<file path="src/rtl/f2h_uart_tx_ctrl_if.sv">
// Byte-stream and FPGA-to-HPS AXI3 signal bundle for the UART TX sequencer.
// The master modport is the sequencer; the slave modport is the byte producer plus AXI slave port.
interface f2h_uart_tx_ctrl_if;
  logic [7:0]  s_data;
  logic        s_valid;
  logic        s_ready;

  logic [7:0]  m_awid;
  logic [31:0] m_awaddr;
  logic [3:0]  m_awlen;
  logic [2:0]  m_awsize;
  logic [1:0]  m_awburst;
  logic [1:0]  m_awlock;
  logic [3:0]  m_awcache;
  logic [2:0]  m_awprot;
  logic [4:0]  m_awuser;
  logic        m_awvalid;
  logic        m_awready;

  logic [7:0]  m_wid;
  logic [31:0] m_wdata;
  logic [3:0]  m_wstrb;
  logic        m_wlast;
  logic        m_wvalid;
  logic        m_wready;

  logic [7:0]  m_bid;
  logic [1:0]  m_bresp;
  logic        m_bvalid;
  logic        m_bready;

  logic [7:0]  m_arid;
  logic [31:0] m_araddr;
  logic [3:0]  m_arlen;
  logic [2:0]  m_arsize;
  logic [1:0]  m_arburst;
  logic [1:0]  m_arlock;
  logic [3:0]  m_arcache;
  logic [2:0]  m_arprot;
  logic [4:0]  m_aruser;
  logic        m_arvalid;
  logic        m_arready;

  logic [7:0]  m_rid;
  logic [31:0] m_rdata;
  logic [1:0]  m_rresp;
  logic        m_rlast;
  logic        m_rvalid;
  logic        m_rready;

  modport master (
    input  s_data, s_valid,
    output s_ready,
    output m_awid, m_awaddr, m_awlen, m_awsize, m_awburst, m_awlock, m_awcache, m_awprot, m_awuser,
    output m_awvalid,
    input  m_awready,
    output m_wid, m_wdata, m_wstrb, m_wlast, m_wvalid,
    input  m_wready,
    input  m_bid, m_bresp, m_bvalid,
    output m_bready,
    output m_arid, m_araddr, m_arlen, m_arsize, m_arburst, m_arlock, m_arcache, m_arprot, m_aruser,
    output m_arvalid,
    input  m_arready,
    input  m_rid, m_rdata, m_rresp, m_rlast, m_rvalid,
    output m_rready
  );

  modport slave (
    output s_data, s_valid,
    input  s_ready,
    input  m_awid, m_awaddr, m_awlen, m_awsize, m_awburst, m_awlock, m_awcache, m_awprot, m_awuser,
    input  m_awvalid,
    output m_awready,
    input  m_wid, m_wdata, m_wstrb, m_wlast, m_wvalid,
    output m_wready,
    output m_bid, m_bresp, m_bvalid,
    input  m_bready,
    input  m_arid, m_araddr, m_arlen, m_arsize, m_arburst, m_arlock, m_arcache, m_arprot, m_aruser,
    input  m_arvalid,
    output m_arready,
    output m_rid, m_rdata, m_rresp, m_rlast, m_rvalid,
    input  m_rready
  );
endinterface

</file>
<file path="src/rtl/f2h_uart_tx_ctrl.sv">
// Drains a byte stream into HPS UART0 THR over the f2h AXI3 port, polling LSR.THRE for FIFO credit.
// Optional F2H_UART_TX_CRLF_EN: an accepted LF is sent as CR then LF.
module f2h_uart_tx_ctrl #(
  parameter logic [31:0] UART_BASE     = 32'hFFC0_2000,
  parameter logic [11:0] THR_OFS       = 12'h000,
  parameter logic [11:0] LSR_OFS       = 12'h014,
  parameter int unsigned TX_FIFO_DEPTH = 16,
  parameter int unsigned POLL_GAP      = 64,
  parameter logic [7:0]  AXI_ID        = 8'h00
) (
  input  logic                      clk_clk,
  input  logic                      reset,
  f2h_uart_tx_ctrl_if.master        bus,
  output logic                      busy,
  output logic                      err
);

  localparam logic [31:0] THR_ADDR    = UART_BASE + {20'h0, THR_OFS};
  localparam logic [31:0] LSR_ADDR    = UART_BASE + {20'h0, LSR_OFS};
  localparam int unsigned GAP_W       = (POLL_GAP > 1) ? $clog2(POLL_GAP) : 1;
  localparam logic [GAP_W-1:0] GAP_LAST = GAP_W'(POLL_GAP - 1);
  localparam logic [7:0]  CREDIT_INIT = 8'(TX_FIFO_DEPTH);
  localparam int unsigned LSR_THRE    = 5;

  typedef enum logic [2:0] {
    ST_IDLE, ST_RD_ADDR, ST_RD_DATA, ST_GAP, ST_WR, ST_WR_RESP
  } state_t;

  state_t           state;
  logic [7:0]       hold;
  logic             hold_full;
  logic             s_ready_q;
  logic [7:0]       credit;
  logic [GAP_W-1:0] gap_cnt;
  logic             arvalid_q, rready_q, awvalid_q, wvalid_q, bready_q;
`ifdef F2H_UART_TX_CRLF_EN
  logic             lf_pend;
`endif

  logic accept;
  assign accept = bus.s_valid & s_ready_q;

  // Fixed single-beat, 32-bit, byte-lane-0 transfer attributes
  assign bus.m_awid    = AXI_ID;
  assign bus.m_awaddr  = THR_ADDR;
  assign bus.m_awlen   = 4'h0;
  assign bus.m_awsize  = 3'b010;
  assign bus.m_awburst = 2'b01;
  assign bus.m_awlock  = 2'b00;
  assign bus.m_awcache = 4'h0;
  assign bus.m_awprot  = 3'h0;
  assign bus.m_awuser  = 5'h00;
  assign bus.m_wid     = AXI_ID;
  assign bus.m_wdata   = {24'h0, hold};
  assign bus.m_wstrb   = 4'b0001;
  assign bus.m_wlast   = 1'b1;
  assign bus.m_arid    = AXI_ID;
  assign bus.m_araddr  = LSR_ADDR;
  assign bus.m_arlen   = 4'h0;
  assign bus.m_arsize  = 3'b010;
  assign bus.m_arburst = 2'b01;
  assign bus.m_arlock  = 2'b00;
  assign bus.m_arcache = 4'h0;
  assign bus.m_arprot  = 3'h0;
  assign bus.m_aruser  = 5'h00;

  assign bus.s_ready   = s_ready_q;
  assign bus.m_arvalid = arvalid_q;
  assign bus.m_rready  = rready_q;
  assign bus.m_awvalid = awvalid_q;
  assign bus.m_wvalid  = wvalid_q;
  assign bus.m_bready  = bready_q;

  // Every non-idle state implies a held byte, so hold_full alone tracks busy
  assign busy = hold_full;

  logic unused_ok;
  assign unused_ok = ^{bus.m_bid, bus.m_rid, bus.m_rlast, bus.m_rdata[31:6], bus.m_rdata[4:0]};

  always_ff @(posedge clk_clk or posedge reset) begin
    if (reset) begin
      state     <= ST_IDLE;
      hold      <= 8'h00;
      hold_full <= 1'b0;
      s_ready_q <= 1'b0;
      credit    <= 8'h00;
      gap_cnt   <= '0;
      arvalid_q <= 1'b0;
      rready_q  <= 1'b0;
      awvalid_q <= 1'b0;
      wvalid_q  <= 1'b0;
      bready_q  <= 1'b0;
      err       <= 1'b0;
`ifdef F2H_UART_TX_CRLF_EN
      lf_pend   <= 1'b0;
`endif
    end else begin
      if (!hold_full && !s_ready_q) s_ready_q <= 1'b1;

      if (accept) begin
        hold_full <= 1'b1;
        s_ready_q <= 1'b0;
`ifdef F2H_UART_TX_CRLF_EN
        if (bus.s_data == 8'h0A) begin
          hold    <= 8'h0D;
          lf_pend <= 1'b1;
        end else begin
          hold    <= bus.s_data;
        end
`else
        hold <= bus.s_data;
`endif
      end

      case (state)
        ST_IDLE: begin
          if (hold_full) begin
            if (credit != 8'h00) begin
              state     <= ST_WR;
              awvalid_q <= 1'b1;
              wvalid_q  <= 1'b1;
            end else begin
              state     <= ST_RD_ADDR;
              arvalid_q <= 1'b1;
            end
          end
        end
        ST_RD_ADDR: begin
          if (bus.m_arready) begin
            arvalid_q <= 1'b0;
            rready_q  <= 1'b1;
            state     <= ST_RD_DATA;
          end
        end
        ST_RD_DATA: begin
          if (bus.m_rvalid) begin
            rready_q <= 1'b0;
            if (bus.m_rresp != 2'b00) err <= 1'b1;
            if (bus.m_rdata[LSR_THRE]) begin
              credit <= CREDIT_INIT;
              state  <= ST_IDLE;
            end else begin
              gap_cnt <= '0;
              state   <= ST_GAP;
            end
          end
        end
        ST_GAP: begin
          if (gap_cnt == GAP_LAST) begin
            arvalid_q <= 1'b1;
            state     <= ST_RD_ADDR;
          end else begin
            gap_cnt <= gap_cnt + GAP_W'(1);
          end
        end
        ST_WR: begin
          // AW and W complete independently; move on once both have handshaken
          if (bus.m_awready) awvalid_q <= 1'b0;
          if (bus.m_wready)  wvalid_q  <= 1'b0;
          if ((!awvalid_q || bus.m_awready) && (!wvalid_q || bus.m_wready)) begin
            bready_q <= 1'b1;
            state    <= ST_WR_RESP;
          end
        end
        ST_WR_RESP: begin
          if (bus.m_bvalid) begin
            bready_q <= 1'b0;
            if (bus.m_bresp != 2'b00) err <= 1'b1;
            credit <= credit - 8'd1;
            state  <= ST_IDLE;
`ifdef F2H_UART_TX_CRLF_EN
            if (lf_pend) begin
              lf_pend <= 1'b0;
              hold    <= 8'h0A;
            end else begin
              hold_full <= 1'b0;
              s_ready_q <= 1'b1;
            end
`else
            hold_full <= 1'b0;
            s_ready_q <= 1'b1;
`endif
          end
        end
        default: state <= ST_IDLE;
      endcase
    end
  end

endmodule

</file>
<file path="src/flat_wrapper.sv">
// flat-port wrapper written by rule: the top's interface ports become plain ports
module f2h_uart_tx_ctrl_flat 
#(
  parameter logic [31:0] UART_BASE     = 32'hFFC0_2000,
  parameter logic [11:0] THR_OFS       = 12'h000,
  parameter logic [11:0] LSR_OFS       = 12'h014,
  parameter int unsigned TX_FIFO_DEPTH = 16,
  parameter int unsigned POLL_GAP      = 64,
  parameter logic [7:0]  AXI_ID        = 8'h00
)
  (clk_clk, reset, busy, err, bus_s_data, bus_s_valid, bus_s_ready, bus_m_awid, bus_m_awaddr, bus_m_awlen, bus_m_awsize, bus_m_awburst, bus_m_awlock, bus_m_awcache, bus_m_awprot, bus_m_awuser, bus_m_awvalid, bus_m_awready, bus_m_wid, bus_m_wdata, bus_m_wstrb, bus_m_wlast, bus_m_wvalid, bus_m_wready, bus_m_bid, bus_m_bresp, bus_m_bvalid, bus_m_bready, bus_m_arid, bus_m_araddr, bus_m_arlen, bus_m_arsize, bus_m_arburst, bus_m_arlock, bus_m_arcache, bus_m_arprot, bus_m_aruser, bus_m_arvalid, bus_m_arready, bus_m_rid, bus_m_rdata, bus_m_rresp, bus_m_rlast, bus_m_rvalid, bus_m_rready);
  f2h_uart_tx_ctrl_if bus_i ();
  input  logic clk_clk;
  input  logic reset;
  output logic busy;
  output logic err;
  input wire logic [$bits(bus_i.s_data)-1:0] bus_s_data;
  input wire logic [$bits(bus_i.s_valid)-1:0] bus_s_valid;
  output wire logic [$bits(bus_i.s_ready)-1:0] bus_s_ready;
  output wire logic [$bits(bus_i.m_awid)-1:0] bus_m_awid;
  output wire logic [$bits(bus_i.m_awaddr)-1:0] bus_m_awaddr;
  output wire logic [$bits(bus_i.m_awlen)-1:0] bus_m_awlen;
  output wire logic [$bits(bus_i.m_awsize)-1:0] bus_m_awsize;
  output wire logic [$bits(bus_i.m_awburst)-1:0] bus_m_awburst;
  output wire logic [$bits(bus_i.m_awlock)-1:0] bus_m_awlock;
  output wire logic [$bits(bus_i.m_awcache)-1:0] bus_m_awcache;
  output wire logic [$bits(bus_i.m_awprot)-1:0] bus_m_awprot;
  output wire logic [$bits(bus_i.m_awuser)-1:0] bus_m_awuser;
  output wire logic [$bits(bus_i.m_awvalid)-1:0] bus_m_awvalid;
  input wire logic [$bits(bus_i.m_awready)-1:0] bus_m_awready;
  output wire logic [$bits(bus_i.m_wid)-1:0] bus_m_wid;
  output wire logic [$bits(bus_i.m_wdata)-1:0] bus_m_wdata;
  output wire logic [$bits(bus_i.m_wstrb)-1:0] bus_m_wstrb;
  output wire logic [$bits(bus_i.m_wlast)-1:0] bus_m_wlast;
  output wire logic [$bits(bus_i.m_wvalid)-1:0] bus_m_wvalid;
  input wire logic [$bits(bus_i.m_wready)-1:0] bus_m_wready;
  input wire logic [$bits(bus_i.m_bid)-1:0] bus_m_bid;
  input wire logic [$bits(bus_i.m_bresp)-1:0] bus_m_bresp;
  input wire logic [$bits(bus_i.m_bvalid)-1:0] bus_m_bvalid;
  output wire logic [$bits(bus_i.m_bready)-1:0] bus_m_bready;
  output wire logic [$bits(bus_i.m_arid)-1:0] bus_m_arid;
  output wire logic [$bits(bus_i.m_araddr)-1:0] bus_m_araddr;
  output wire logic [$bits(bus_i.m_arlen)-1:0] bus_m_arlen;
  output wire logic [$bits(bus_i.m_arsize)-1:0] bus_m_arsize;
  output wire logic [$bits(bus_i.m_arburst)-1:0] bus_m_arburst;
  output wire logic [$bits(bus_i.m_arlock)-1:0] bus_m_arlock;
  output wire logic [$bits(bus_i.m_arcache)-1:0] bus_m_arcache;
  output wire logic [$bits(bus_i.m_arprot)-1:0] bus_m_arprot;
  output wire logic [$bits(bus_i.m_aruser)-1:0] bus_m_aruser;
  output wire logic [$bits(bus_i.m_arvalid)-1:0] bus_m_arvalid;
  input wire logic [$bits(bus_i.m_arready)-1:0] bus_m_arready;
  input wire logic [$bits(bus_i.m_rid)-1:0] bus_m_rid;
  input wire logic [$bits(bus_i.m_rdata)-1:0] bus_m_rdata;
  input wire logic [$bits(bus_i.m_rresp)-1:0] bus_m_rresp;
  input wire logic [$bits(bus_i.m_rlast)-1:0] bus_m_rlast;
  input wire logic [$bits(bus_i.m_rvalid)-1:0] bus_m_rvalid;
  output wire logic [$bits(bus_i.m_rready)-1:0] bus_m_rready;
  assign bus_i.s_data = bus_s_data;
  assign bus_i.s_valid = bus_s_valid;
  assign bus_s_ready = bus_i.s_ready;
  assign bus_m_awid = bus_i.m_awid;
  assign bus_m_awaddr = bus_i.m_awaddr;
  assign bus_m_awlen = bus_i.m_awlen;
  assign bus_m_awsize = bus_i.m_awsize;
  assign bus_m_awburst = bus_i.m_awburst;
  assign bus_m_awlock = bus_i.m_awlock;
  assign bus_m_awcache = bus_i.m_awcache;
  assign bus_m_awprot = bus_i.m_awprot;
  assign bus_m_awuser = bus_i.m_awuser;
  assign bus_m_awvalid = bus_i.m_awvalid;
  assign bus_i.m_awready = bus_m_awready;
  assign bus_m_wid = bus_i.m_wid;
  assign bus_m_wdata = bus_i.m_wdata;
  assign bus_m_wstrb = bus_i.m_wstrb;
  assign bus_m_wlast = bus_i.m_wlast;
  assign bus_m_wvalid = bus_i.m_wvalid;
  assign bus_i.m_wready = bus_m_wready;
  assign bus_i.m_bid = bus_m_bid;
  assign bus_i.m_bresp = bus_m_bresp;
  assign bus_i.m_bvalid = bus_m_bvalid;
  assign bus_m_bready = bus_i.m_bready;
  assign bus_m_arid = bus_i.m_arid;
  assign bus_m_araddr = bus_i.m_araddr;
  assign bus_m_arlen = bus_i.m_arlen;
  assign bus_m_arsize = bus_i.m_arsize;
  assign bus_m_arburst = bus_i.m_arburst;
  assign bus_m_arlock = bus_i.m_arlock;
  assign bus_m_arcache = bus_i.m_arcache;
  assign bus_m_arprot = bus_i.m_arprot;
  assign bus_m_aruser = bus_i.m_aruser;
  assign bus_m_arvalid = bus_i.m_arvalid;
  assign bus_i.m_arready = bus_m_arready;
  assign bus_i.m_rid = bus_m_rid;
  assign bus_i.m_rdata = bus_m_rdata;
  assign bus_i.m_rresp = bus_m_rresp;
  assign bus_i.m_rlast = bus_m_rlast;
  assign bus_i.m_rvalid = bus_m_rvalid;
  assign bus_m_rready = bus_i.m_rready;
  f2h_uart_tx_ctrl #(.UART_BASE(UART_BASE), .THR_OFS(THR_OFS), .LSR_OFS(LSR_OFS), .TX_FIFO_DEPTH(TX_FIFO_DEPTH), .POLL_GAP(POLL_GAP), .AXI_ID(AXI_ID)) u_core (.clk_clk(clk_clk), .reset(reset), .bus(bus_i), .busy(busy), .err(err));
endmodule
</file>
<file path="config.mk">
export PLATFORM = sky130hd
export DESIGN_NAME = f2h_uart_tx_ctrl_flat
export DESIGN_NICKNAME = d
export VERILOG_FILES = /design/src/rtl/f2h_uart_tx_ctrl_if.sv /design/src/rtl/f2h_uart_tx_ctrl.sv /design/src/flat_wrapper.sv
export SDC_FILE = /design/constraint.sdc
export NUM_CORES = 1
export LEC_CHECK = 0
export ABC_CLOCK_PERIOD_IN_PS = 2250
export CORE_MARGIN = 3
export CORE_UTILIZATION = 33
export CTS_CLUSTER_SIZE = 25
export DETAILED_ROUTE_END_ITERATION = 6
export PLACE_DENSITY = 0.82
export SYNTH_ARGS = -nofsm -noshare
export SYNTH_HDL_FRONTEND = slang
export SYNTH_SLANG_ARGS = --single-unit
export TNS_END_PERCENT = 10
</file>
<file path="constraint.sdc">
create_clock -name clk_clk -period 2.25 [get_ports clk_clk]
set_input_delay 0.225 -clock clk_clk [delete_from_list [all_inputs] [get_ports clk_clk]]
set_output_delay 0.225 -clock clk_clk [all_outputs]
set_load 0.01 [all_outputs]
</file>
### Yosys cells after proc, flatten, opt, wreduce, memory -nomap -nowiden

Cells that the tools add are included.

* $add $sub $neg: 2
* $mul: 0
* divide/modulo/power cells: 0
* $lt $le $gt $ge: 0
* equality and inequality tests: 21
* shifts and indexed selects: 0
* mux-type cells: 46
* bitwise gates (word level): 1
* reduce and logical (&&, ||, !) cells: 27

Operators by type and width (number)
* two-way mux 8 bit: 3
* two-way mux 1 bit: 23
* two-way mux 3 bit: 7
* two-way mux 6 bit: 3
* inequality test 2 bit (second input constant): 9
* case mux 3 bit (6 select lines): 1
* case mux 8 bit (2 select lines): 1
* AND reduction 4 bit: 4
* nonzero test 2 bit: 7
* inequality test 2 x 1 -> 1 bit (second input constant): 6
* case mux 6 bit (2 select lines): 1
* case mux 1 bit (2 select lines): 5
* AND reduction 5 bit: 2
* nonzero test 8 bit: 1
* subtractor 8 x 1 -> 8 bit (second input constant): 1
* adder 6 x 1 -> 6 bit (second input constant): 1
* == test 3 x 2 -> 1 bit (second input constant): 2
* == test 3 bit (second input constant): 2
* == test 6 bit (second input constant): 1
* AND reduction 3 bit: 2
* AND reduction 6 bit: 1
* logical NOT 1 bit: 4
* == test 3 x 1 -> 1 bit (second input constant): 1
* logical NOT 3 bit: 1
* 6 further kinds: 8

* register bits after elaboration: 33
* bits in latches: 0
* RAM bits: 0
* bits in read-only memories: 0
* input bits: 69
* word-level logic and storage cells: 109
* memories kept: 0

### Logic depth before layout (Yosys ltp)

Gate-level depths: netlist of run 1.

* depth in word-level cells: 6
* mapped depth: 6
* gate-level depth less buffers: 6

### Least setup slack after synthesis of run 1

OpenSTA, ideal clock, no wires.

* path kind: reg2reg
* start: register u_core.credit[0]
* end: register u_core.awvalid_q (netlist: u_core.bus.m_awvalid)
* library setup time: 0.121 ns
* data arrival time: 1.635 ns
* path slack: 0.494 ns
* cell stages (with the launch flop): 7
* buffers on the path: 0
* cells stage by stage: dfrtp_1 > inv_1 > ha_1 > or2b_2 > or4_4 > a31oi_1 > nor2_1

* cells in the longest elaborated chain, start to end: 3

RTL lines
* start: declaration: RTL line f2h_uart_tx_ctrl.sv:33 `logic [7:0] credit;`
* start signal: assignment: RTL line f2h_uart_tx_ctrl.sv:169 `credit <= credit - 8'd1;`
* nonzero test 8 bit: RTL line f2h_uart_tx_ctrl.sv:118 `if (credit != 8'h00) begin`
* inequality test 2 x 1 -> 1 bit (no line)
* AND reduction 4 bit (no line)
* end signal: assignment: RTL line f2h_uart_tx_ctrl.sv:90 `awvalid_q <= 1'b0;`
* end signal: assignment: RTL line f2h_uart_tx_ctrl.sv:120 `awvalid_q <= 1'b1;`
* end signal: assignment: RTL line f2h_uart_tx_ctrl.sv:158 `if (bus.m_awready) awvalid_q <= 1'b0;`
* end: declaration: RTL line f2h_uart_tx_ctrl.sv:35 `logic arvalid_q, rready_q, awvalid_q, wvalid_q, bready_q;`

No other way between the ends.
A chain may end at the register's enable or synchronous reset.

### Worst setup path after layout of run 1

* start: register u_core.credit[0]
* end: register u_core.arvalid_q (netlist: u_core.bus.m_arvalid)

* cells in the longest elaborated chain, start to end: 3

RTL lines
* nonzero test 8 bit: RTL line f2h_uart_tx_ctrl.sv:118
* inequality test 2 bit (no line)
* AND reduction 5 bit (no line)
* end signal: assignment: RTL line f2h_uart_tx_ctrl.sv:124 `arvalid_q <= 1'b1;`
* end signal: assignment: RTL line f2h_uart_tx_ctrl.sv:130 `arvalid_q <= 1'b0;`
* end signal: assignment: RTL line f2h_uart_tx_ctrl.sv:150 `arvalid_q <= 1'b1;`
* end: declaration: RTL line f2h_uart_tx_ctrl.sv:35

No other way between the ends.

==> summary.txt, run 1 <==
LEAKAGE: 1.47 nW
Ys Warns: 0
Synth unique cells: 48
R2R cell count: 6
Worst slack at placement: 369 ps
Largest net degree at the start of global routing: 34
CP max-delay cell: or4_4
Yosys reg bits: 33
Crit. End Element: flip-flop
H-tree lvl count: 2
Dominant cell type by area after synthesis: buf_4
Unrepaired setup endpoints after global routing: false
Total wire length: 5.10 mm
Core area: 8460 um2
WP buf/inv: 1
Hold Path Class: in -> async
Share of cells above drive strength 1: 7.31%
Final ANT Viol Nets: 0
# fillers: 881
Number of global-route vias before repair: 1541
Max cap viols: 0
Top post-synthesis cells by area: buf_4 42%, dfrtp_1 28%, mux2_2 3.4%, o21ai_0 3.2%, nand2_1 1.9%
Pwr Total: 2.96 mW
Reg clk slew, reported paths: 70 ps
Actual slew at the worst max-slew pin: 540 ps
Crit start category: flip-flop
Post-CTS Setup Repair Bufs: 0
Max Transition Viols Final: 0
Gr ovfl total: 0
Fmax: 0.523 GHz
Layout area overhead: -1.31%
Antenna cells: 0
Pwr/cell area: 1020 nW/um2
Starting density of the core: 34.9%
HPWL after detailed placement: 4.05 mm
TritonCTS sink count: 33
WL per Instance: 10.4 um
IO Port Bufs: 36
Via density: 3.97
Clk_skew: 5.08 ps
Outcome: finished, final reports clean
Synthesized area per cell: 8.66 um2
Fin crit period: 1910 ps
Cts repair resizes: 0
Die ar.: 10100 um2
Cell Area, Synth: 2950 um2
Post-synth EDFFs: 0
CTS tree: done
Die extent in y: 101 um
Critical Path RT: 2480 ps
Cells after synthesis: 341
Arrival @ worst endpoint: 2140 ps
Tot GR Track Use: 8.98%
CTS Buf Count: 5
Relative slew slack: 63.9%
Crit path max-delay family: simple AND/OR/NAND/NOR gates
Endpoints failing hold: 0
Root Driver: clkbuf_8
Capturing point of the worst reg2reg path: u_core.bus.m_arvalid
Crit Path Max Fanout: 5
First-pass GRT wire length: 7.29 mm
Ys async rst share: 100%
Total negative slack: 0 ps
Vias: 1936
Floorplan die width: 101 um
CP max stage delay: 540 ps
Maximum VDD drop: 0.000386 V
Critical path type: reg -> reg
Final nets: 453
Antenna violations before repair: 0
FF-to-FF setup slack: 340 ps
Synth top cells by count: 165 x buf_4, 33 x dfrtp_1, 19 x o21ai_0, 15 x nand2_1, 12 x nor2_1
Clock buffer depth: 2
Initial DRC count: 170
Final RePlAce weighted congestion: 0.869
Clock latency on the worst-skew pair: 290 ps
Drt pass-1 iters: 4
Final worst slack: 338 ps
Tcrit/Tclk final: 85.0%
# DRC: 0
Most frequent cell after synthesis: buf_4
Final setup viols: 0
Register area share after synthesis: 28.0%
Worst r2r src: u_core.credit[0]
CP cell instances: inv_1, ha_1, or2b_2, or4_4, nor3_2, o31a_2
Top-area cell type share of the netlist area: 42.0%
I/O pin cnt: 248
Row count: 33
Main synth FF type: dfrtp_1
Hold buffer count at cts: 0
Core Util, Final: 34.4%
[flip-flops by register name (all words and copies together), names as in the netlist]
| name | flops |
|---|---|
| u_core.busy | 1 |
| u_core.credit | 8 |
| u_core.bus.m_bready | 1 |
| u_core.err | 1 |
| u_core.bus.m_wvalid | 1 |
| u_core.bus.m_rready | 1 |
| u_core.bus.m_arvalid | 1 |
| u_core.state | 3 |
| u_core.bus.m_awvalid | 1 |
| u_core.hold | 8 |
| u_core.bus.s_ready | 1 |
| u_core.gap_cnt | 6 |
[stage by stage]
step / cells / area [um2] / hold WS (ps)
5_1_grt: 488 / 2910 / 389
4_1_cts: 488 / 2910 / 357
3_5_place_dp: 480 / 2830 / 475
2_1_floorplan: 502 / 3560 / 332
6_report: 488 / 2910 / 341
3_3_place_gp: 480 / 2830 / 454
[worst max path at each step]
stage	start	endpoint	slack [ps]	cells after the start
2_1_floorplan	u_core.credit[0]	u_core.bus.m_awvalid	490	6
3_3_place_gp	u_core.state[2]	u_core.state[0]	400	4
3_5_place_dp	u_core.credit[0]	u_core.bus.m_wvalid	370	6
4_1_cts	u_core.credit[0]	u_core.bus.m_arvalid	340	6
5_1_grt	u_core.credit[0]	u_core.bus.m_arvalid	240	6
6_report	u_core.credit[0]	u_core.bus.m_arvalid	340	6
[worst reg2reg max path: cells and delay by family, from the launching register on]
family          cells  cell delay, ps
compound gates      1             140
fa+ha+maj           1             160
buf+inv             1              70
flops               1             410
simple gates        3            1080
[cell type report]
class                      instances  area, um2  area share [%]
multi-input combinational        293       1450            49.7
sequential                        33        826            28.4
timing repair buffer              39        383            13.1
tap                              105        131            4.51
clock buffer                       5       68.8            2.36
inverter                          10       37.5            1.29
clock inverter                     3       17.5           0.601
[layer usage]
metal	wire [um]	up-vias	track usage, %
met1	1880	906	10.6
met3	553	8	2.91
met2	2610	122	15.2
met4	63	0	3.11
met5	0	-	0
li1	-	900	-
[cells in the final DEF (no fill, tap or decap), drive strengths merged, types with 2 or more instances in the layout]
cell type	count
nor3	4
clkbuf	5
inv	9
nor3b	2
nand2b	4
clkinv	3
nand2	15
nand3	8
o21ai	19
conb	163
a22oi	2
nor2	12
o2bb2ai	2
mux2	9
a31oi	2
o31ai	4
nor4	4
nor2b	4
a21oi	9
clkdlybuf4s50	36
dfrtp	33
nand3b	2
buf	3
and3b	2
a21o	2
ha	2
[where the power goes]
part | switching (mW) | internal [mW]
logic | 0.746 | 0.661
registers | 0.268 | 0.848
clock network | 0.229 | 0.213
total | 1.24 | 1.72
[cells by family (layout without fill, tap and decap cells)]
kind of cell	Yosys count	after routing	share of synthesized area, %
fa+ha+maj	2	2	0.848
buf+inv	176	57	43.4
mux	9	9	3.43
simple gates	65	65	12.1
flops	33	33	28.0
other cells	2	163	0.254
compound gates	54	54	12.0
Note: power is estimated with default switching activity, not from simulation.
==> run 2: changes to the inputs <==
--- a/config.mk
+++ b/config.mk
@@ -5,12 +5,12 @@
 export SDC_FILE = /design/constraint.sdc
 export NUM_CORES = 1
 export LEC_CHECK = 0
-export ABC_CLOCK_PERIOD_IN_PS = 2250
+export ABC_CLOCK_PERIOD_IN_PS = 1700
 export CORE_MARGIN = 3
-export CORE_UTILIZATION = 33
+export CORE_UTILIZATION = 30
 export CTS_CLUSTER_SIZE = 25
 export DETAILED_ROUTE_END_ITERATION = 6
-export PLACE_DENSITY = 0.82
+export PLACE_DENSITY = 0.79
 export SYNTH_ARGS = -nofsm -noshare
 export SYNTH_HDL_FRONTEND = slang
 export SYNTH_SLANG_ARGS = --single-unit
==> constraint.sdc (replaced) <==
create_clock -name clk_clk -period 1.7 [get_ports clk_clk]
set_input_delay 0.17 -clock clk_clk [delete_from_list [all_inputs] [get_ports clk_clk]]
set_output_delay 0.17 -clock clk_clk [all_outputs]
set_load 0.01 [all_outputs]
==> summary.txt, run 2 (same netlist as run 1, synthesis figures left out) <==
Outcome: finished, violations left (was finished, final reports clean)
Violated checks: negative setup slack
Gr ovfl total: 0 (unchanged)
IO Port Bufs: 36 (unchanged)
Most frequent cells in the layout: 163 x conb_1, 36 x clkdlybuf4s50_1, 33 x dfrtp_1, 23 x buf_4, 17 x o21ai_0 (was 163 x conb_1, 36 x clkdlybuf4s50_1, 33 x dfrtp_1, 19 x o21ai_0, 15 x nand2_1)
I/O pin cnt: 248 (unchanged)
Layout area overhead: 6.06% (was -1.31%)
Pwr/cell area: 1370 nW/um2 (was 1020 nW/um2)
Crit path max-delay family: simple AND/OR/NAND/NOR gates (unchanged)
R2R cell count: 6 (unchanged)
Arrival @ worst endpoint: 1950 ps (was 2140 ps)
CTS Buf Count: 5 (unchanged)
CTS tree: done (unchanged)
Worst r2r src: u_core.credit[0] (unchanged)
Maximum VDD drop: 0.000591 V (was 0.000386 V)
Final nets: 473 (was 453)
Antenna violations before repair: 0 (unchanged)
Met1 Use GR: 10.3% (was 10.6%)
Number of global-route vias before repair: 1773 (was 1541)
Clock latency on the worst-skew pair: 280 ps (was 290 ps)
Critical path type: reg -> reg (unchanged)
Via density: 3.77 (was 3.97)
Max cap viols: 0 (unchanged)
WP buf/inv: 1 (unchanged)
Fmax: 0.582 GHz (was 0.523 GHz)
Endpoints failing hold: 0 (unchanged)
# DRC: 0 (unchanged)
H-tree lvl count: 2 (unchanged)
Sw frac: 39.8% (was 41.9%)
Total wire length: 5.46 mm (was 5.10 mm)
Root Driver: clkbuf_8 (unchanged)
Final ANT Viol Nets: 0 (unchanged)
Row count: 35 (was 33)
Regs by FF count: u_core.credit: 8 flops, u_core.hold: 8 flops, u_core.gap_cnt: 6 flops (unchanged)
TritonCTS sink count: 33 (unchanged)
Fin crit period: 1720 ps (was 1910 ps)
Max Transition Viols Final: 0 (unchanged)
Crit start category: flip-flop (unchanged)
Unrepaired setup endpoints after global routing: true (was false)
Combinational share of power: 52.1% (was 47.5%)
Layer with the highest usage: met2 (unchanged)
Capturing point of the worst reg2reg path: u_core.bus.m_arvalid (unchanged)
Internal Pwr Total: 2.59 mW (was 1.72 mW)
Sw power: 1.71 mW (was 1.24 mW)
CP cell instances: inv_1, ha_2, or2b_4, or4_4, nor3_4, o31a_2 (was inv_1, ha_1, or2b_2, or4_4, nor3_2, o31a_2)
Floorplan die width: 105 um (was 101 um)
Worst slack at placement: -49.6 ps (was 369 ps)
Final worst slack: -18.4 ps (was 338 ps)
Core area: 9420 um2 (was 8460 um2)
Commonest non-fill, non-tap cell in the layout: conb_1 (unchanged)
Crit Path Max Fanout: 5 (unchanged)
WL per Instance: 10.3 um (was 10.4 um)
Critical Path RT: 1930 ps (was 2480 ps)
Clock buffer depth: 2 (unchanged)
Die extent in y: 105 um (was 101 um)
Tot GR Track Use: 9.19% (was 8.98%)
HPWL after detailed placement: 4.47 mm (was 4.05 mm)
Vias: 2008 (was 1936)
Relative slew slack: 63.5% (was 63.9%)
Hold Path Class: in -> async (unchanged)
Actual slew at the worst max-slew pin: 543 ps (was 540 ps)
Starting density of the core: 31.3% (was 34.9%)
Share of cells above drive strength 1: 12.9% (was 7.31%)
Tcrit/Tclk final: 101% (was 85.0%)
Grt met2 use: 16.6% (was 15.2%)
Post-CTS Setup Repair Bufs: 0 (unchanged)
Final RePlAce weighted congestion: 0.845 (was 0.869)
CP max stage delay: 470 ps (was 540 ps)
Critical Path Start: u_core.credit[0] (unchanged)
Antenna cells: 0 (unchanged)
Clk pwr share: 15.3% (was 14.9%)
Crit. End Element: flip-flop (unchanged)
Initial DRC count: 113 (was 170)
CP max-delay cell: or4_4 (unchanged)
# fillers: 992 (was 881)
FF-to-FF setup slack: -20 ps (was 340 ps)
Sequential Power Share: 32.6% (was 37.6%)
Largest net degree at the start of global routing: 34 (unchanged)
M3 GR Usage: 2.84% (was 2.91%)
Clk_skew: 5.35 ps (was 5.08 ps)
Reg clk slew, reported paths: 70 ps (about the same)
LEAKAGE: 1.57 nW (was 1.47 nW)
Pwr Total: 4.30 mW (was 2.96 mW)
Critical path depth in cells: 6 (unchanged)
Die ar.: 11100 um2 (was 10100 um2)
Drt pass-1 iters: 4 (unchanged)
First-pass GRT wire length: 8.34 mm (was 7.29 mm)
Final setup viols: 1 (was 0)
==> run 2: timing repair <==
action,4_1_cts,5_1_grt
hold buffers,0,0
cloned,0,0
gates resized for setup,0,8
pin swaps,0,1
endpoints found under the setup margin,4,14
hold endpoints to repair,0,0
==> run 2: area by class of cell <==
| class | count | area, um2 | area share, % |
|---|---|---|---|
| multi-input cells | 293 | 1470 | 47.0 |
| clock inverters | 1 | 5.00 | 0.160 |
| inverters | 10 | 37.5 | 1.20 |
| repair buffers | 59 | 533 | 17.0 |
| clock buffers | 7 | 96.3 | 3.08 |
| well taps | 129 | 161 | 5.16 |
| flip-flops and latches | 33 | 826 | 26.4 |
==> run 2: per-stage QoR <==
stage | TNS, ps | util [%] | cell area (um2) | hold slack [ps] | instances
after global placement | -8.65 | 31.9 | 3010 | 455 | 524
after detailed placement | -88.9 | 31.9 | 3010 | 459 | 524
after global routing | -197 | 33.2 | 3130 | 344 | 532
after CTS | -86.5 | 33.0 | 3110 | 288 | 532
final | -18.4 | 33.2 | 3130 | 275 | 532
after floorplan | 0 | - | 3560 | 277 | 502
==> run 2: routing by layer <==
layer	vias up	part of all wire, %
met4	0	0.51
met2	119	53
met1	946	37
met3	4	9.2
met5	-	0
li1	939	-
==> run 2: power groups by stage <==
| stage | combinational (mW) | sequential, mW | clock (mW) |
|---|---|---|---|
| CTS | 2.21 | 1.40 | 0.690 |
| detailed placement | 2.20 | 1.41 | 0 |
| floorplan | 1.51 | 1.44 | 0 |
| finish | 2.24 | 1.40 | 0.659 |
| global placement | 2.12 | 1.39 | 0 |
| global route | 2.49 | 1.45 | 0.734 |
==> run 2: how the worst max path moves through the flow <==
stage	endpoint	slack, ps
4_1_cts	u_core.bus.m_arvalid	-50
6_report	u_core.bus.m_arvalid	-20
2_1_floorplan	u_core.bus.m_arvalid	10
3_3_place_gp	u_core.bus.m_arvalid	-9
5_1_grt	u_core.bus.m_arvalid	-80
3_5_place_dp	u_core.bus.m_arvalid	-50
==> run 2: worst min-delay path: cells and delay by family <==
| family | cells | cell delay [ps] |
|---|---|---|
| buffers and inverters | 3 | 820 |
==> run 3: changes to the inputs <==
==> constraint.sdc (replaced) <==
create_clock -name clk_clk -period 1.7 [get_ports clk_clk]
set_input_delay 0.51 -clock clk_clk [delete_from_list [all_inputs] [get_ports clk_clk]]
set_output_delay 0.51 -clock clk_clk [all_outputs]
set_load 0.01 [all_outputs]
==> summary.txt, run 3 (same netlist as run 1, synthesis figures left out) <==
CP max-delay cell: or4_4 (unchanged)
Final setup viols: 5 (was 1)
Crit. End Element: flip-flop (unchanged)
CTS tree: done (unchanged)
Root Driver: clkbuf_8 (unchanged)
LEAKAGE: 1.65 nW (was 1.57 nW)
Sw frac: 40.5% (was 39.8%)
CTS Buf Count: 5 (unchanged)
First-pass GRT wire length: 8.14 mm (was 8.34 mm)
Hold buffer count at cts: 0 (unchanged)
Final ANT Viol Nets: 0 (unchanged)
Via density: 3.70 (was 3.77)
Row count: 35 (unchanged)
CP cell instances: inv_1, ha_4, or2b_4, or4_4, a31oi_1, nor2_1 (was inv_1, ha_2, or2b_4, or4_4, nor3_4, o31a_2)
Hold Crit Depth: 2
Clk pwr share: 13.4% (was 15.3%)
R2R cell count: 6 (unchanged)
Floorplan die width: 105 um (unchanged)
Clock buffer depth: 2 (unchanged)
Clock latency on the worst-skew pair: 280 ps (about the same)
Largest net degree at the start of global routing: 34 (unchanged)
Finished Layout Cells: 535 (was 532)
Final worst slack: -47.7 ps (was -18.4 ps)
Crit start category: flip-flop (unchanged)
Commonest non-fill, non-tap cell in the layout: conb_1 (unchanged)
Sw power: 1.71 mW (about the same)
Hold Path Class: reg -> reg (was in -> async)
Crit Path Max Fanout: 5 (unchanged)
Fmax: 0.572 GHz (was 0.582 GHz)
Regs by FF count: u_core.credit: 8 flops, u_core.hold: 8 flops, u_core.gap_cnt: 6 flops (unchanged)
Max cap viols: 0 (unchanged)
# DRC: 0 (unchanged)
Share of cells above drive strength 1: 13.5% (was 12.9%)
Total negative slack: -118 ps (was -18.4 ps)
Unrepaired setup endpoints after global routing: true (unchanged)
Pwr/cell area: 1330 nW/um2 (was 1370 nW/um2)
Maximum VDD drop: 0.000542 V (was 0.000591 V)
Hold Startpoint: u_core.err
Pwr Total: 4.23 mW (was 4.30 mW)
Antenna cells: 0 (unchanged)
HPWL after detailed placement: 4.53 mm (was 4.47 mm)
Initial DRC count: 90 (was 113)
Sequential Power Share: 32.7% (was 32.6%)
Placed Cells: 526 (was 524)
Core Util, Final: 33.7% (was 33.2%)
Worst r2r src: u_core.credit[0] (unchanged)
Tot GR Track Use: 9.01% (was 9.19%)
Final nets: 476 (was 473)
TritonCTS sink count: 33 (unchanged)
Violated checks: negative setup slack (unchanged)
Starting density of the core: 31.3% (unchanged)
I/O pin cnt: 248 (unchanged)
Endpoints failing hold: 0 (unchanged)
Worst Hold End: u_core.err
Total wire length: 5.59 mm (was 5.46 mm)
Capturing point of the worst reg2reg path: u_core.bus.m_awvalid (was u_core.bus.m_arvalid)
Number of global-route vias before repair: 1736 (was 1773)
Critical Path Start: u_core.credit[0] (unchanged)
IO Port Bufs: 36 (unchanged)
WL per Instance: 10.4 um (was 10.3 um)
Fin crit period: 1750 ps (was 1720 ps)
Critical Path RT: 1870 ps (was 1930 ps)
Most frequent cells in the layout: 163 x conb_1, 33 x dfrtp_1, 24 x buf_4, 20 x clkdlybuf4s50_1, 18 x o21ai_0 (was 163 x conb_1, 36 x clkdlybuf4s50_1, 33 x dfrtp_1, 23 x buf_4, 17 x o21ai_0)
WP buf/inv: 1 (unchanged)
H-tree lvl count: 2 (unchanged)
Final RePlAce weighted congestion: 0.850 (was 0.845)
Arrival @ worst endpoint: 1920 ps (was 1950 ps)
Drt pass-1 iters: 4 (unchanged)
Internal Pwr Total: 2.51 mW (was 2.59 mW)
Critical path type: reg -> reg (unchanged)
Reg clk slew, reported paths: 70 ps (about the same)
Die extent in y: 105 um (unchanged)
Combinational share of power: 53.9% (was 52.1%)
CP max stage delay: 540 ps (was 470 ps)
Antenna violations before repair: 0 (unchanged)
FF-to-FF setup slack: -50 ps (was -20 ps)
Max Transition Viols Final: 0 (unchanged)
Layout area overhead: 7.59% (was 6.06%)
Crit path max-delay family: simple AND/OR/NAND/NOR gates (unchanged)
Gr ovfl total: 0 (unchanged)
Clk_skew: 7.09 ps (was 5.35 ps)
Core area: 9420 um2 (unchanged)
Tcrit/Tclk final: 103% (was 101%)
Outcome: finished, violations left (unchanged)
Vias: 1978 (was 2008)
Die ar.: 11100 um2 (unchanged)
[run 3: per-stage QoR]
stage	setup WS, ps	hold WS, ps	cell area, um2
after floorplan	14.1	446	3560
after global placement	-267	455	3050
after detailed placement	-287	455	3050
after CTS	-59.0	471	3120
after global routing	-102	489	3180
final	-47.7	464	3180
[run 3: power groups by stage]
stage,sequential [mW],combinational (mW),clock [mW]
2_1_floorplan,1.44,1.51,0
6_report,1.38,2.28,0.566
3_5_place_dp,1.40,2.25,0
3_3_place_gp,1.37,2.19,0
5_1_grt,1.43,2.54,0.619
4_1_cts,1.38,2.20,0.594
[run 3: what timing repair did]
| item | 4_1_cts | 5_1_grt |
|---|---|---|
| pin swaps | 0 | 5 |
| setup buffers | 0 | 1 |
| endpoints found under the setup margin | 13 | 20 |
| gates resized for setup | 9 | 17 |
[run 3: worst min-delay path: stages, from the launching register on]
cell and delay, ps:
dfrtp_1 340, inv_1 40, o31ai_1 50
[run 3: per-layer routing]
layer  track usage, %  vias up  share of wire [%]
li1                 -      943                  -
met1             10.0      908                 36
met2             16.4      121                 53
met3             2.59        6                9.9
met4             2.81        0               0.84
met5                0        -                  0
[run 3: how the worst max path moves through the flow]
stage               depth (start not counted)  slack (ps)                   end
floorplan                                   6          10  u_core.bus.m_arvalid
global placement                            5        -270       u_core.state[0]
detailed placement                          5        -290       u_core.state[0]
CTS                                         6         -60  u_core.bus.m_arvalid
global route                                6        -100  u_core.bus.m_awvalid
finish                                      6         -50  u_core.bus.m_awvalid
[run 3: final cells by class]
type / instances / area (um2)
clock buffer: 8 / 80.1
multi-input combinational: 293 / 1480
timing repair buffer: 62 / 587
sequential: 33 / 826
inverter: 10 / 37.5
fill: 1001 / 6240
tap: 129 / 161
==> edit 1, RTL diff (settings of run 2) <==
`POLL_GAP` is set to 64 in 2 places; all go to 32.
--- a/src/rtl/f2h_uart_tx_ctrl.sv
+++ b/src/rtl/f2h_uart_tx_ctrl.sv
@@ -5,7 +5,7 @@
   parameter logic [11:0] THR_OFS       = 12'h000,
   parameter logic [11:0] LSR_OFS       = 12'h014,
   parameter int unsigned TX_FIFO_DEPTH = 16,
-  parameter int unsigned POLL_GAP      = 64,
+  parameter int unsigned POLL_GAP      = 32,
   parameter logic [7:0]  AXI_ID        = 8'h00
 ) (
   input  logic                      clk_clk,
--- a/src/flat_wrapper.sv
+++ b/src/flat_wrapper.sv
@@ -5,7 +5,7 @@
   parameter logic [11:0] THR_OFS       = 12'h000,
   parameter logic [11:0] LSR_OFS       = 12'h014,
   parameter int unsigned TX_FIFO_DEPTH = 16,
-  parameter int unsigned POLL_GAP      = 64,
+  parameter int unsigned POLL_GAP      = 32,
   parameter logic [7:0]  AXI_ID        = 8'h00
 )
   (clk_clk, reset, busy, err, bus_s_data, bus_s_valid, bus_s_ready, bus_m_awid, bus_m_awaddr, bus_m_awlen, bus_m_awsize, bus_m_awburst, bus_m_awlock, bus_m_awcache, bus_m_awprot, bus_m_awuser, bus_m_awvalid, bus_m_awready, bus_m_wid, bus_m_wdata, bus_m_wstrb, bus_m_wlast, bus_m_wvalid, bus_m_wready, bus_m_bid, bus_m_bresp, bus_m_bvalid, bus_m_bready, bus_m_arid, bus_m_araddr, bus_m_arlen, bus_m_arsize, bus_m_arburst, bus_m_arlock, bus_m_arcache, bus_m_arprot, bus_m_aruser, bus_m_arvalid, bus_m_arready, bus_m_rid, bus_m_rdata, bus_m_rresp, bus_m_rlast, bus_m_rvalid, bus_m_rready);
Formal check against the unedited RTL: no difference found for any inputs over 10 cycles, from zero or initial values and one cycle with reset high; that may be too few to reach the edited logic, so the function may still have changed.
==> edit 1 against run 2 <==
  * The run still ends with setup timing left
  * Design area is 1.6% lower
  * Worst setup slack worse by 0.14 ns
  * Synthesized area is 4.5% lower
  * Clock skew about the same
  * Sequential cell count fell by 1
  * First-iteration DRC count fell by 50%
  * Total power increased by 2.3%
  * Sequential share of layout area down 0.35 points
  * Routed wire length fell by 6.3%
  * Clock power grew 23%
  * Critical path type unchanged
  * Largest cell class unchanged
  * Highest routed layer unchanged
==> edit 1: results <==
status:
  status: "complete, but fails checks"
  violations: "setup timing"
power:
  irDropWorstVdd_uv: 831
  power.leakage_nw: 1.60
finish:
  top_regs: "u_core.credit (8), u_core.hold (8), u_core.gap_cnt (5)"
  drive_gt1_share_pct: 15.1
  final_nets: 468
global_route:
  grt_pass1_wl_mm: 7.39
  grt_usage_pct: 8.73
  grt_pass1_vias: 1607
  grt_max_degree: 33
place:
  preCtsSetupSlack_ns: -0.192
  gp_congestion: 0.728
  hpwl_mm: 4.09
  dpl_cell_area_sq_um: 2900
synthesis:
  synth-seq-area-share_pct: 28.4
  synth_cell_type_count: 38
  async_reset_ff_share_pct: 100
  synthTopCellsByCount: "buf_4, dfrtp_1, nor2_1"
worst_setup_path:
  timing.critical_path.from: "u_core.gap_cnt[0]"
  critical_path_peak_fanout: 6
  crit_family: "compound AO/OA/AOI/OAI gates"
  worst-r2r-cell-count: 8
  cp.arrival_ns: 2.03
  crit_path_end: "u_core.state[1]"
  max_stage_delay_ns: 0.36
  cp_slowest_cell: "dfrtp_1"
sta:
  finalSetupViolCount: 7
  fin_skew_ns: 0.00536
  setup-tns-final_ns: -0.619
  worst_slack_ns: -0.153
drt:
  vias: 1880
  wl_per_cell_um: 10.1
  drt_iter0_drc: 56
-- edit 1: cell count changes in the layout (fill, tap and decap cells not counted), moves of 3 or more --
cell	before	now
a22o_1	1	4
nor2_1	12	20
nor4_1	4	1
nand2_1	15	18
nand3_1	8	1
buf_4	23	31
o21ai_0	17	12
-- edit 1: where the power goes --
group	total [mW]	internal, mW	switching [mW]	leakage, nW
clock network	0.808	0.517	0.291	0.0645
logic	2.21	1.15	1.06	1.15
registers	1.38	1.09	0.283	0.386
-- edit 1: repair_timing --
action	in CTS	in global routing
hold endpoints to repair	0	0
gates resized for setup	2	5
pin swaps	8	2
buffers inserted	1	3
endpoints found under the setup margin	8	16
-- edit 1: kinds of logic (layout without fill, tap and decap cells) --
group	Yosys count	after routing	synth area share, %
buffers and inverters	176	85	45.3
XOR/XNOR	1	1	0.311
adder cells (fa/ha/maj)	3	3	1.33
flip-flops	32	32	28.4
AND/OR/NAND/NOR	59	59	10.5
other	2	163	0.266
multiplexers	11	11	4.30
AO/OA/AOI/OAI	43	43	9.67
-- edit 1: per-layer routing --
layer,vias to the layer above,track usage (%),share of wire (%)
met5,-,0,0
met4,0,3.78,1.2
met3,4,2.64,11
met2,128,15.2,51
met1,874,9.79,36
li1,874,-,-
-- edit 1: final cells by class --
type                            count  area share (%)
Multi-Input combinational cell    280            45.0
Sequential cell                    32            26.0
Timing Repair Buffer               67            19.2
Tap cell                          108            4.38
Clock buffer                        7            3.13
Inverter                           10            1.22
Clock inverter                      1           0.974
-- edit 1: metrics by stage --
stage	power, mW	utilization (%)	std cells
2_1_floorplan	2.79	-	488
3_3_place_gp	3.38	32.5	493
3_5_place_dp	3.48	32.5	493
4_1_cts	4.36	34.1	502
5_1_grt	4.76	34.5	505
6_report	4.40	34.5	505
==> edit 2, RTL diff (config.mk and constraints of run 2) <==
Without the edit above. The 6 states of `state_t` get a one-hot encoding in 6 bits.
--- a/src/rtl/f2h_uart_tx_ctrl.sv
+++ b/src/rtl/f2h_uart_tx_ctrl.sv
@@ -22,8 +22,8 @@
   localparam logic [7:0]  CREDIT_INIT = 8'(TX_FIFO_DEPTH);
   localparam int unsigned LSR_THRE    = 5;
 
-  typedef enum logic [2:0] {
-    ST_IDLE, ST_RD_ADDR, ST_RD_DATA, ST_GAP, ST_WR, ST_WR_RESP
+  typedef enum logic [5:0] {
+    ST_IDLE = 6'b000001, ST_RD_ADDR = 6'b000010, ST_RD_DATA = 6'b000100, ST_GAP = 6'b001000, ST_WR = 6'b010000, ST_WR_RESP = 6'b100000
   } state_t;
 
   state_t           state;
Function: no difference found for any inputs over 10 cycles, from zero or initial values and one cycle with reset high; not proved beyond that.
==> edit 2 against run 2 <==
  * The flow still finishes with violations (setup timing)
  * Design area grew 3.6%
  * Global-route usage shrank 0.54 points
  * Sequential share of layout area is 1.4 points higher
  * Synthesized area up 2.0%
  * Worst setup slack worse by 0.25 ns
  * Routed wire length fell by 2.2%
  * Non-clock buffer count grew 2
  * Total power is 7.6% lower
  * Core utilization up 0.89 points
  * Count of clock-buffer cells in the layout is the same
  * Sequential cell count rose by 3
  * Via count fell by 2.3%
  * Critical path type unchanged
  * Largest power group unchanged
==> edit 2: results <==
sta:
  hold_ws_ns: 0.285
  fin_skew_ns: 0.00322
  finalSetupViolCount: 17
  worst_slack_ns: -0.272
synthesis:
  avgSynthCellArea_sq_um: 8.83
  synth_cell_type_count: 45
  synthMuxAreaShare_pct: 2.99
  synthXorXnorAreaFrac_pct: 1.16
  synthTopCellsByCount: "buf_4, dfrtp_1, nand2_1"
  synth_area_leaders: "buf_4, dfrtp_1, mux2_2"
  synth-seq-area-share_pct: 30.0
place:
  dp_cells: 525
  dpl_cell_area_sq_um: 3090
  hpwl_mm: 4.31
finish:
  drive_gt1_share_pct: 13.9
  n_fill_cell: 967
power:
  irDropWorstVdd_uv: 661
  power.leakage_nw: 1.67
drt:
  vias: 1962
  wl_per_cell_um: 10.0
  wirelength_mm: 5.34
status:
  violations: "setup timing"
  status: "complete, but fails checks"
global_route:
  grt_usage_pct: 8.65
  grt_pass1_wl_mm: 8.13
  grt_pass1_vias: 1795
worst_setup_path:
  worst-r2r-cell-count: 5
  reg2reg_from: "u_core.state[1]"
  max_stage_delay_ns: 0.57
clocking:
  cts_resized: 3
[edit 2: cell families (layout without fill, tap and decap cells)]
| logic type | count (synthesis) | in the layout |
|---|---|---|
| AO/OA/AOI/OAI | 41 | 41 |
| XOR/XNOR | 4 | 4 |
| adder cells (fa/ha/maj) | 2 | 2 |
| buffers and inverters | 177 | 78 |
| flip-flops | 36 | 36 |
| multiplexers | 8 | 8 |
| other | 2 | 163 |
| AND/OR/NAND/NOR | 71 | 71 |
[edit 2: cell type report]
type	instances	area, sq um	share of cell area (%)
repair buffers	61	552	17.0
well taps	129	161	4.97
multi-input cells	289	1500	46.1
clock buffers	7	96.3	2.97
flip-flops and latches	36	902	27.8
inverters	10	37.5	1.16
[edit 2: worst max-delay path by stage]
stage / startpoint / end / slack, ns / cells past startpoint
after floorplan: u_core.state[5] / u_core.credit[4] / -0.26 / 6
after global placement: u_core.state[1] / u_core.credit[4] / -0.21 / 5
after detailed placement: u_core.state[1] / u_core.credit[4] / -0.27 / 5
after CTS: u_core.state[1] / u_core.state[5] / -0.27 / 5
after global routing: u_core.state[1] / u_core.state[5] / -0.33 / 5
final: u_core.state[1] / u_core.state[5] / -0.27 / 5
[edit 2: critical path: cells and delay by family, from the launching register on]
| family | cells | cell delay, ns |
|---|---|---|
| compound gates | 2 | 0.27 |
| flops | 1 | 0.38 |
| simple gates | 3 | 1.21 |
[edit 2: report_power, final]
part	switching, mW	internal, mW	total (mW)
combinational	0.929	0.960	1.89
sequential	0.241	1.19	1.43
clock	0.294	0.361	0.655
[edit 2: routing by layer]
metal / part of all wire [%] / routed length [um] / track usage (%)
met1: 36 / 1930 / 9.74
met2: 51 / 2700 / 15.2
met3: 12 / 654 / 2.85
met4: 0.95 / 51 / 3.15
met5: 0 / 0 / 0
